==> config.mk <==
export PLATFORM = sky130hd
export DESIGN_NAME = board_sequencer
export DESIGN_NICKNAME = d
export VERILOG_FILES = /design/src/rtl/board_sequencer.sv
export SDC_FILE = /design/constraint.sdc
export NUM_CORES = 1
export LEC_CHECK = 0
export ABC_AREA = 1
export CORE_UTILIZATION = 56
export DETAILED_ROUTE_END_ITERATION = 10
export PLACE_DENSITY = 0.79
export SYNTH_ARGS = -nofsm -noshare
export SYNTH_HDL_FRONTEND = slang
export SYNTH_SLANG_ARGS = --single-unit
==> constraint.sdc <==
create_clock -name clk -period 2.8 [get_ports clk]
set_input_delay 0.56 -clock clk [delete_from_list [all_inputs] [get_ports clk]]
set_output_delay 0.56 -clock clk [all_outputs]
set_load 0.005 [all_outputs]
==> src/rtl/board_sequencer.sv <==
// rtl/board_sequencer.sv - ultimate tic-tac-toe move sequencer over an external board RAM
//
// Ports:
//   clk, reset            rising-edge clock, asynchronous active-high reset
//   start                 clear the board and begin a new game
//   move_valid/move_ready move handshake; move_macro/move_micro select board and cell (1..9)
//   ram_we, ram_data      board RAM write enable and cell data (01 = P1, 10 = P2)
//   ram_addr_macro/micro  board RAM address, shared by reads and writes
//   ram_q                 cell read data, one cycle after the address
//   ram_state             result of the addressed macro board (00 open, 01 P1, 10 P2, 11 draw)
//   player                side to move (0 = P1, 1 = P2)
//   next_macro            macro board the next move must use, 0 = free choice
//   move_done, move_err   one-cycle result pulses; err_code qualifies move_err
//   game_state            overall result, same encoding as ram_state

module board_sequencer (
  input  logic       clk,
  input  logic       reset,
  input  logic       start,
  input  logic       move_valid,
  input  logic [3:0] move_macro,
  input  logic [3:0] move_micro,
  output logic       move_ready,
  output logic       ram_we,
  output logic [1:0] ram_data,
  output logic [3:0] ram_addr_macro,
  output logic [3:0] ram_addr_micro,
  input  logic [1:0] ram_q,
  input  logic [1:0] ram_state,
  output logic       player,
  output logic [3:0] next_macro,
  output logic       move_done,
  output logic       move_err,
  output logic [1:0] err_code,
  output logic [1:0] game_state
);

  typedef enum logic [3:0] {
    IDLE, CLEAR, WAIT_MOVE, READ, CHECK, WRITE, SETTLE, UPDATE, OVER
  } state_t;

  state_t     state;
  logic [3:0] mv_macro;
  logic [3:0] mv_micro;
  logic [1:0] status [1:9];

  logic [1:0] macro_status;
  logic [1:0] micro_status;
  logic [1:0] micro_upd;
  logic       range_bad;
  logic [1:0] chk_code;
  logic [1:0] lines [0:7];
  logic       all_set;

  function automatic logic [1:0] line_win(input logic [1:0] a, input logic [1:0] b,
                                          input logic [1:0] c);
    line_win = 2'b00;
    if (a != 2'b00 && a != 2'b11 && a == b && b == c) line_win = a;
  endfunction

  // Status of the latched macro board and of the board the move points at.
  always_comb begin
    macro_status = 2'b00;
    micro_status = 2'b00;
    for (int i = 1; i <= 9; i++) begin
      if (mv_macro == 4'(i)) macro_status = status[i];
      if (mv_micro == 4'(i)) micro_status = status[i];
    end
  end

  // When a move points back into its own board, the freshly reported result
  // decides whether that board is still open.
  assign micro_upd = (mv_micro == mv_macro) ? ram_state : micro_status;

  assign range_bad = (mv_macro == 4'd0) || (mv_macro > 4'd9) ||
                     (mv_micro == 4'd0) || (mv_micro > 4'd9);

  always_comb begin
    chk_code = 2'b00;
    if (range_bad)
      chk_code = 2'b01;
    else if ((next_macro != 4'd0 && mv_macro != next_macro) || macro_status != 2'b00)
      chk_code = 2'b10;
    else if (ram_q != 2'b00)
      chk_code = 2'b11;
  end

  // The occupancy check needs ram_q, which only arrives in the CHECK cycle,
  // so the error pulse is decoded here rather than registered.
  assign move_err = (state == CHECK) && (chk_code != 2'b00);
  assign err_code = move_err ? chk_code : 2'b00;

  always_comb begin
    lines[0] = line_win(status[1], status[2], status[3]);
    lines[1] = line_win(status[4], status[5], status[6]);
    lines[2] = line_win(status[7], status[8], status[9]);
    lines[3] = line_win(status[1], status[4], status[7]);
    lines[4] = line_win(status[2], status[5], status[8]);
    lines[5] = line_win(status[3], status[6], status[9]);
    lines[6] = line_win(status[1], status[5], status[9]);
    lines[7] = line_win(status[3], status[5], status[7]);
    all_set = 1'b1;
    for (int i = 1; i <= 9; i++)
      if (status[i] == 2'b00) all_set = 1'b0;
    game_state = all_set ? 2'b11 : 2'b00;
    for (int l = 7; l >= 0; l--)
      if (lines[l] != 2'b00) game_state = lines[l];
  end

  always_ff @(posedge clk or posedge reset) begin
    if (reset) begin
      state          <= IDLE;
      mv_macro       <= 4'd0;
      mv_micro       <= 4'd0;
      move_ready     <= 1'b0;
      ram_we         <= 1'b0;
      ram_data       <= 2'b00;
      ram_addr_macro <= 4'd0;
      ram_addr_micro <= 4'd0;
      player         <= 1'b0;
      next_macro     <= 4'd0;
      move_done      <= 1'b0;
      for (int i = 1; i <= 9; i++) status[i] <= 2'b00;
    end else if (start) begin
      // A new game wins over anything in flight, including a pending write.
      state          <= CLEAR;
      move_ready     <= 1'b0;
      ram_we         <= 1'b1;
      ram_data       <= 2'b00;
      ram_addr_macro <= 4'd1;
      ram_addr_micro <= 4'd1;
      player         <= 1'b0;
      next_macro     <= 4'd0;
      move_done      <= 1'b0;
      for (int i = 1; i <= 9; i++) status[i] <= 2'b00;
    end else begin
      case (state)
        CLEAR: begin
          // The address registers double as the clear counter.
          if (ram_addr_micro == 4'd9) begin
            if (ram_addr_macro == 4'd9) begin
              state          <= WAIT_MOVE;
              ram_we         <= 1'b0;
              ram_addr_macro <= 4'd0;
              ram_addr_micro <= 4'd0;
              move_ready     <= 1'b1;
            end else begin
              ram_addr_macro <= ram_addr_macro + 4'd1;
              ram_addr_micro <= 4'd1;
            end
          end else begin
            ram_addr_micro <= ram_addr_micro + 4'd1;
          end
        end
        WAIT_MOVE: begin
          if (move_valid) begin
            mv_macro       <= move_macro;
            mv_micro       <= move_micro;
            ram_addr_macro <= move_macro;
            ram_addr_micro <= move_micro;
            move_ready     <= 1'b0;
            state          <= READ;
          end
        end
        READ: state <= CHECK;
        CHECK: begin
          if (chk_code != 2'b00) begin
            state          <= WAIT_MOVE;
            ram_addr_macro <= 4'd0;
            ram_addr_micro <= 4'd0;
            move_ready     <= 1'b1;
          end else begin
            state    <= WRITE;
            ram_we   <= 1'b1;
            ram_data <= player ? 2'b10 : 2'b01;
          end
        end
        WRITE: begin
          state    <= SETTLE;
          ram_we   <= 1'b0;
          ram_data <= 2'b00;
        end
        SETTLE: begin
          // ram_state reflects the just-written cell while the address is held.
          state          <= UPDATE;
          ram_addr_macro <= 4'd0;
          ram_addr_micro <= 4'd0;
          for (int i = 1; i <= 9; i++)
            if (mv_macro == 4'(i)) status[i] <= ram_state;
          player     <= ~player;
          next_macro <= (micro_upd == 2'b00) ? mv_micro : 4'd0;
          move_done  <= 1'b1;
        end
        UPDATE: begin
          move_done <= 1'b0;
          if (game_state != 2'b00) begin
            state <= OVER;
          end else begin
            state      <= WAIT_MOVE;
            move_ready <= 1'b1;
          end
        end
        default: ;
      endcase
    end
  end

endmodule
# After elaboration in Yosys (flattened, before gate mapping)
# Index checks and enable logic that the tools add are counted.
classes:
  mul: 0
  n_reduce_logical: 89
  n_eq_ne: 56
  n_bitwise: 2
  div_mod_pow: 0
  muxes: 101
  addsub: 2
  shift: 0
  magnitude_cmp: 2
op_table:
  columns: ["cell", "n"]
  rows:
  - ["$mux W2", 52]
  - ["$mux W4", 16]
  - ["$reduce_bool A2 Y1", 27]
  - ["$eq A4 B3 Y1 const B", 12]
  - ["$mux W18", 2]
  - ["$eq A2 B2 Y1", 16]
  - ["$pmux W4 S4", 2]
  - ["$pmux W4 S7", 1]
  - ["$eq A4 B2 Y1 const B", 6]
  - ["$eq A4 B4 Y1 const B", 6]
  - ["$logic_and A1 B1 Y1", 23]
  - ["$mux W1", 23]
  - ["$logic_not A2 Y1", 10]
  - ["$reduce_and A2 Y1", 10]
  - ["$ne A3 B3 Y1 const B", 5]
  - ["$eq A4 B1 Y1 const B", 3]
  - ["$reduce_and A4 Y1", 3]
  - ["$ne A2 B2 Y1 const B", 5]
  - ["$reduce_bool A5 Y1", 2]
  - ["$add A4 B1 Y4 const B", 2]
  - ["$gt A4 B4 Y1 const B", 2]
  - ["$logic_not A4 Y1", 2]
  - ["$reduce_bool A4 Y1", 2]
  - ["$reduce_bool A8 Y1", 1]
  - ["13 further kinds", 19]
word_totals:
  inputBits: 16
  ff_bits: 48
  ram_bits: 0
  romBits: 0
  n_memories: 0
  latchBits: 0

# Logic depth before layout (Yosys ltp)
logic_depth:
  depth_word: 23
  ltp_mapped: 27
  mapped_depth_nobuf: 27

# Worst setup path before layout
# OpenSTA, ideal clock, no wires.
synth_path:
  path_type: "reg2out"
  start: "reg status[16] (netlist bit)"
  end: "out game_state[0]"
  required_ns: 2.240
  path_slack_ns: 0.363
  t_arrival_ns: 1.877
  path_stages_with_launch: 20
  path_cell_list: "dfrtp_1 inv_1 ha_1 inv_1 nor3_2 nand2_1 nand2_1 nand2_1 nand2_1 nand2_1 nand2_1 nand2_1 nand2_1 nand2_1 nand2_1 nand2_1 nand2_1 nand2_1 a21oi_2 inv_1"
synth_between:
  elab_chain_len: 19
  elab_cells_between_ends: 37
synth_lines:
  columns: ["item", "line_no", "source"]
  rows:
  - ["start, declared", "45", "logic [1:0] status [1:9];"]
  - ["start signal, assigned by index", "189", "if (mv_macro == 4'(i)) status[i] <= ram_state;"]
  - ["$logic_not A2 Y1", "104", "if (status[i] == 2'b00) all_set = 1'b0;"]
  - ["$mux W1 (9 in series)", "104", null]
  - ["$mux W2", "105", "game_state = all_set ? 2'b11 : 2'b00;"]
  - ["$mux W2 (7 in series)", "107", "if (lines[l] != 2'b00) game_state = lines[l];"]
  - ["$mux W2 (*)", "107", null]
  - ["end, declared", "35", "output logic [1:0] game_state"]
# Every way passes the cells marked *; elsewhere a longest branch is shown, timed or not.

# Worst setup path after layout
layout_path:
  start: "reg status[16] (netlist bit)"
  end: "out game_state[1]"
# The elaborated chain is that of the path after synthesis.

==> flow_results.org <==
** Clock network
- Clk Latency, worst-skew pair :: 310 ps
- Number of sinks handled by clock tree synthesis :: 48
- After clock tree synthesis, the clock-pin slew on the worst setup and hold paths is 100 ps.
- In this run the number of H-tree levels came out at 2.
- TritonCTS built the clock tree.
- In this run the clock root is driven by a sky130_fd_sc_hd__clkbuf_8.
- The longest clock path from root to sink contains 2 buffers.
- Hold repair after CTS inserted 0 buffers.
- The number of clock buffers added by TritonCTS is 5.

** Setup path
- Critical path data arrival time :: 2390 ps
- Cells along the critical path :: inv_1 -> ha_1 -> inv_1 -> nand2_1 -> nor2_2 -> nand2_1 -> nor2_2 -> nand2_1 -> nand2_1 -> nand2_1 -> nand2_1 -> nand2_1 -> nand2_1 -> nand2_1 -> nand2_1 -> nand2_1 -> nand2_1 -> nand2_1 -> nand2_1 -> nand2_1 -> nand2_2 -> a21oi_2 -> inv_1 -> buf_2
- Category of the worst setup path launch point :: flip-flop
- The critical path is of the reg2out type.
- By instance count, the cell type seen most on the critical path is sky130_fd_sc_hd__nand2_1.
- Path depth of the worst reg2reg path :: 26
- The worst setup path is captured at an output pin.
- For this run, the slowest stage of the critical path takes 350 ps.
- Worst-path fanout max :: 2
- Slowest CP cell :: sky130_fd_sc_hd__dfrtp_1
- Worst endpoint required time :: 2240 ps

** Route
- For this run, design rule violations remaining after detail routing come to 0.
- In this run the remaining antenna-violating nets after routing total 0.
- Starting DRT DRC Count :: 329
- Using the TritonRoute via totals, the vias-per-cell ratio works out to 5.81.
- Routed via count :: 4209
- Drt pass-1 iters :: 5
- Average wire per cell in the routed design :: 16.4 µm
- The routed design has 11900 µm of wire.

** Die
- From left edge to right edge, the die measures 82.7 µm.
- Die outline area :: 0.00684 mm²
- The core region is 0.00631 mm².
- Die height :: 82.7 µm
- For this configuration, the core starts out at a cell density of 57.8%.
- Number of top-level pins :: 39
- Number of standard-cell rows in the floorplan :: 29

** Timing
- The tightest hold path in the finished design has a slack of 505 ps.
- Clock Skews :: 4.61 ps
- Measured against its own limit, the worst slew margin works out to 67.7%.
- In the post-route analysis, the smallest setup slack over all paths is -151 ps.
- Maximum clock frequency :: 339 MHz
- The max-slew violation count came to 0.
- At the pin with the least slew margin, the transition time is 479 ps.
- The count of final hold-check violations was 0.
- Final period demand of the worst path :: 2950 ps
- Dividing the final minimum period by the clock period gives 105%.
- Setup repair after global routing missed its margin :: true
- Summed over all failing endpoints, the final setup total negative slack is -294 ps.
- Setup violations remaining at the end of the flow were counted as 2.

** Place
- At the end of routability-driven placement, the weighted congestion stood at 0.950.
- Placed wire-length estimate after detailed placement :: 8620 µm
- Placed Cells :: 700
- Port bufs :: 38
- At the placement stage, the worst setup path has a slack of -112 ps.
- Cell area after placement :: 0.00445 mm²

** Yosys
- Yosys warning count :: 0
- Post-synth ARST share :: 100%
- Synthesized net count :: 573
- Synthesized area divided by synthesized cell count :: 6.66 µm²
- Distinct cell type count of the synthesized netlist :: 41
- Number of enable-type register cells in the synthesized netlist :: 0
- Number of synthesized register bits :: 48
- Register area share after synthesis :: 32.9%
- Main synth FF type :: sky130_fd_sc_hd__dfrtp_1
- The cell area that synthesis handed to floorplanning was 0.00365 mm².
- Synthesis produced 548 cells.

** Global routing
- Global-route congestion overflow total :: 0
- Antenna violations before repair :: 0
- The first global-routing pass estimated 18300 µm of wire.
- All-Layer GR Usage :: 35.8%
- Via count of the first global-routing pass :: 3929
- Pin count of the biggest net entering global routing :: 49

** Min path
- Worst hold path cell count :: 2
- In this run the worst hold path is classified as reg2reg.

** Outcome
- Result of the run :: finished with violations
- The checks that failed: negative setup slack.

** Layout
- The area growth from synthesis to layout is 30.9%.
- Filler-free cell count of the finished design :: 724
- Of the cells placed in the final design, the portion with a size suffix greater than 1 is 21.0%.
- The number of antenna diodes in the final layout is 0.
- Number of nets in the layout :: 671
- Design area :: 0.00478 mm²

** Job
- Across the run, the number of max-cap violations was 0.

** Power and ir drop
- Power per Cell Area :: 676 mW/mm²
- The analysis attributes to cell leakage a power of 2.28 nW.
- VDD sags by at most 0.000614 V.
==> per-stage QoR <==
stage	power, mW	utilization (%)
finish	3.23	75.7
global route	3.46	75.7
CTS	3.13	74.3
detailed placement	2.60	70.5
global placement	2.55	70.5
floorplan	2.05	-
==> final timing paths <==
kind	startpoint	to	slack (ps)
max in group asynchronous	reset	mv_macro[1]$_DFFE_PP0P_	1950
min in group asynchronous	reset	next_macro[2]$_DFFE_PP0P_	590
hold reg to reg	move_ready$_DFFE_PP0P_	move_ready$_DFFE_PP0P_	510
setup / recovery	status[16]$_DFFE_PP0P_	game_state[1]	-150
setup reg to reg	status[12]$_DFFE_PP0P_	move_ready$_DFFE_PP0P_	240
hold / removal	move_ready$_DFFE_PP0P_	move_ready$_DFFE_PP0P_	510
==> Yosys cell counts (3+ instances only) <==
library cell,count,share of area (%)
sky130_fd_sc_hd__a21oi_1,33,4.5
sky130_fd_sc_hd__o21ai_0,44,6.0
sky130_fd_sc_hd__nand4_1,6,1.0
sky130_fd_sc_hd__xnor2_1,8,1.9
sky130_fd_sc_hd__nor3_1,19,2.6
sky130_fd_sc_hd__o22ai_1,3,0.51
sky130_fd_sc_hd__nand2_4,3,0.93
sky130_fd_sc_hd__ha_1,9,3.1
sky130_fd_sc_hd__nor3_2,3,0.82
sky130_fd_sc_hd__nor2_1,61,6.3
sky130_fd_sc_hd__buf_2,4,0.55
sky130_fd_sc_hd__nand2_1,127,13
sky130_fd_sc_hd__o31ai_1,4,0.82
sky130_fd_sc_hd__inv_2,4,0.41
sky130_fd_sc_hd__xor2_1,4,0.96
sky130_fd_sc_hd__nand3_1,42,5.8
sky130_fd_sc_hd__dfrtp_1,48,33
sky130_fd_sc_hd__buf_4,5,1.0
sky130_fd_sc_hd__o21ai_1,9,1.2
sky130_fd_sc_hd__clkbuf_1,6,0.62
sky130_fd_sc_hd__inv_1,74,7.6
sky130_fd_sc_hd__o211ai_1,5,1.0
sky130_fd_sc_hd__nor2_2,3,0.51
==> routing by layer <==
layer / routed length, µm / vias up / GRT usage [%]
met2: 5690 / 229 / 60.5
met5: 0 / - / 0
li1: - / 1989 / -
met3: 970 / 47 / 6.92
met1: 4770 / 1944 / 44.0
met4: 415 / 0 / 16.2
==> critical path: cells and delay by family, from the launching register on <==
kind	cells	cell delay, ps
simple gates	18	1200
buf+inv	4	270
fa+ha+maj	1	190
compound gates	1	60
flops	1	350
==> area by class of cell <==
cell class / count / area, µm²
Timing Repair Buffer: 107 / 912
Fill cell: 522 / 1540
Sequential cell: 48 / 1200
Tap cell: 77 / 96.3
Inverter: 79 / 297
Clock buffer: 6 / 82.6
Multi-Input combinational cell: 405 / 2170
Clock inverter: 2 / 13.8
==> repair_timing <==
| action | CTS | global route |
|---|---|---|
| setup endpoints to repair | 5 | 7 |
| pin swaps | 20 | 25 |
| resized for setup | 40 | 21 |
| setup buffers | 15 | 5 |
==> sequential cells by signal (all words and copies together) (netlist names) <==
| signal | cells |
|---|---|
| status | 18 |
| mv_macro | 4 |
| mv_micro | 4 |
| next_macro | 4 |
| ram_addr_macro | 4 |
| ram_addr_micro | 4 |
| state | 4 |
| ram_data | 2 |
| move_done | 1 |
| move_ready | 1 |
| player | 1 |
| ram_we | 1 |
==> placed cells by master, fill, tap and decap left out, types with 2 or more instances in the layout <==
cell and instances:
sky130_fd_sc_hd__a21oi_1 29, sky130_fd_sc_hd__a21oi_2 5, sky130_fd_sc_hd__a221oi_2 2, sky130_fd_sc_hd__a32o_1 2
sky130_fd_sc_hd__and2_1 2, sky130_fd_sc_hd__buf_2 5, sky130_fd_sc_hd__buf_4 61, sky130_fd_sc_hd__buf_6 7
sky130_fd_sc_hd__clkbuf_8 6, sky130_fd_sc_hd__clkdlybuf4s50_1 33, sky130_fd_sc_hd__dfrtp_1 46, sky130_fd_sc_hd__dfrtp_2 2
sky130_fd_sc_hd__ha_1 7, sky130_fd_sc_hd__inv_1 68, sky130_fd_sc_hd__inv_2 10, sky130_fd_sc_hd__nand2_1 118
sky130_fd_sc_hd__nand2_2 10, sky130_fd_sc_hd__nand2_4 4, sky130_fd_sc_hd__nand3_1 41, sky130_fd_sc_hd__nand4_1 6
sky130_fd_sc_hd__nor2_1 58, sky130_fd_sc_hd__nor2_2 4, sky130_fd_sc_hd__nor2_4 4, sky130_fd_sc_hd__nor3_1 17
sky130_fd_sc_hd__nor3_2 5, sky130_fd_sc_hd__o2111ai_1 2, sky130_fd_sc_hd__o211ai_1 5, sky130_fd_sc_hd__o21ai_0 43
sky130_fd_sc_hd__o21ai_1 10, sky130_fd_sc_hd__o22ai_1 2, sky130_fd_sc_hd__o31ai_1 4, sky130_fd_sc_hd__xnor2_1 8
sky130_fd_sc_hd__xor2_1 4
==> where the power goes <==
group / switching (mW) / total (mW) / leakage, nW / internal, mW
Sequential: 0.224 / 1.08 / 0.624 / 0.851
Clock: 0.260 / 0.463 / 0.0516 / 0.203
Combinational: 0.946 / 1.69 / 1.60 / 0.744
Total: 1.43 / 3.23 / 2.28 / 1.80
==> cell families after synthesis <==
kind of cell / count (synthesis) / synth area share (%)
xor gates and xnor gates: 12 / 2.88
and+or+nand+nor: 275 / 33.4
DFF: 48 / 32.9
adders and majority gates: 9 / 3.09
muxes: 1 / 0.309
AOI/OAI and AO/OA: 108 / 17.0
buffers and inverters: 95 / 10.4
Power figures use the tool's default switching activity.
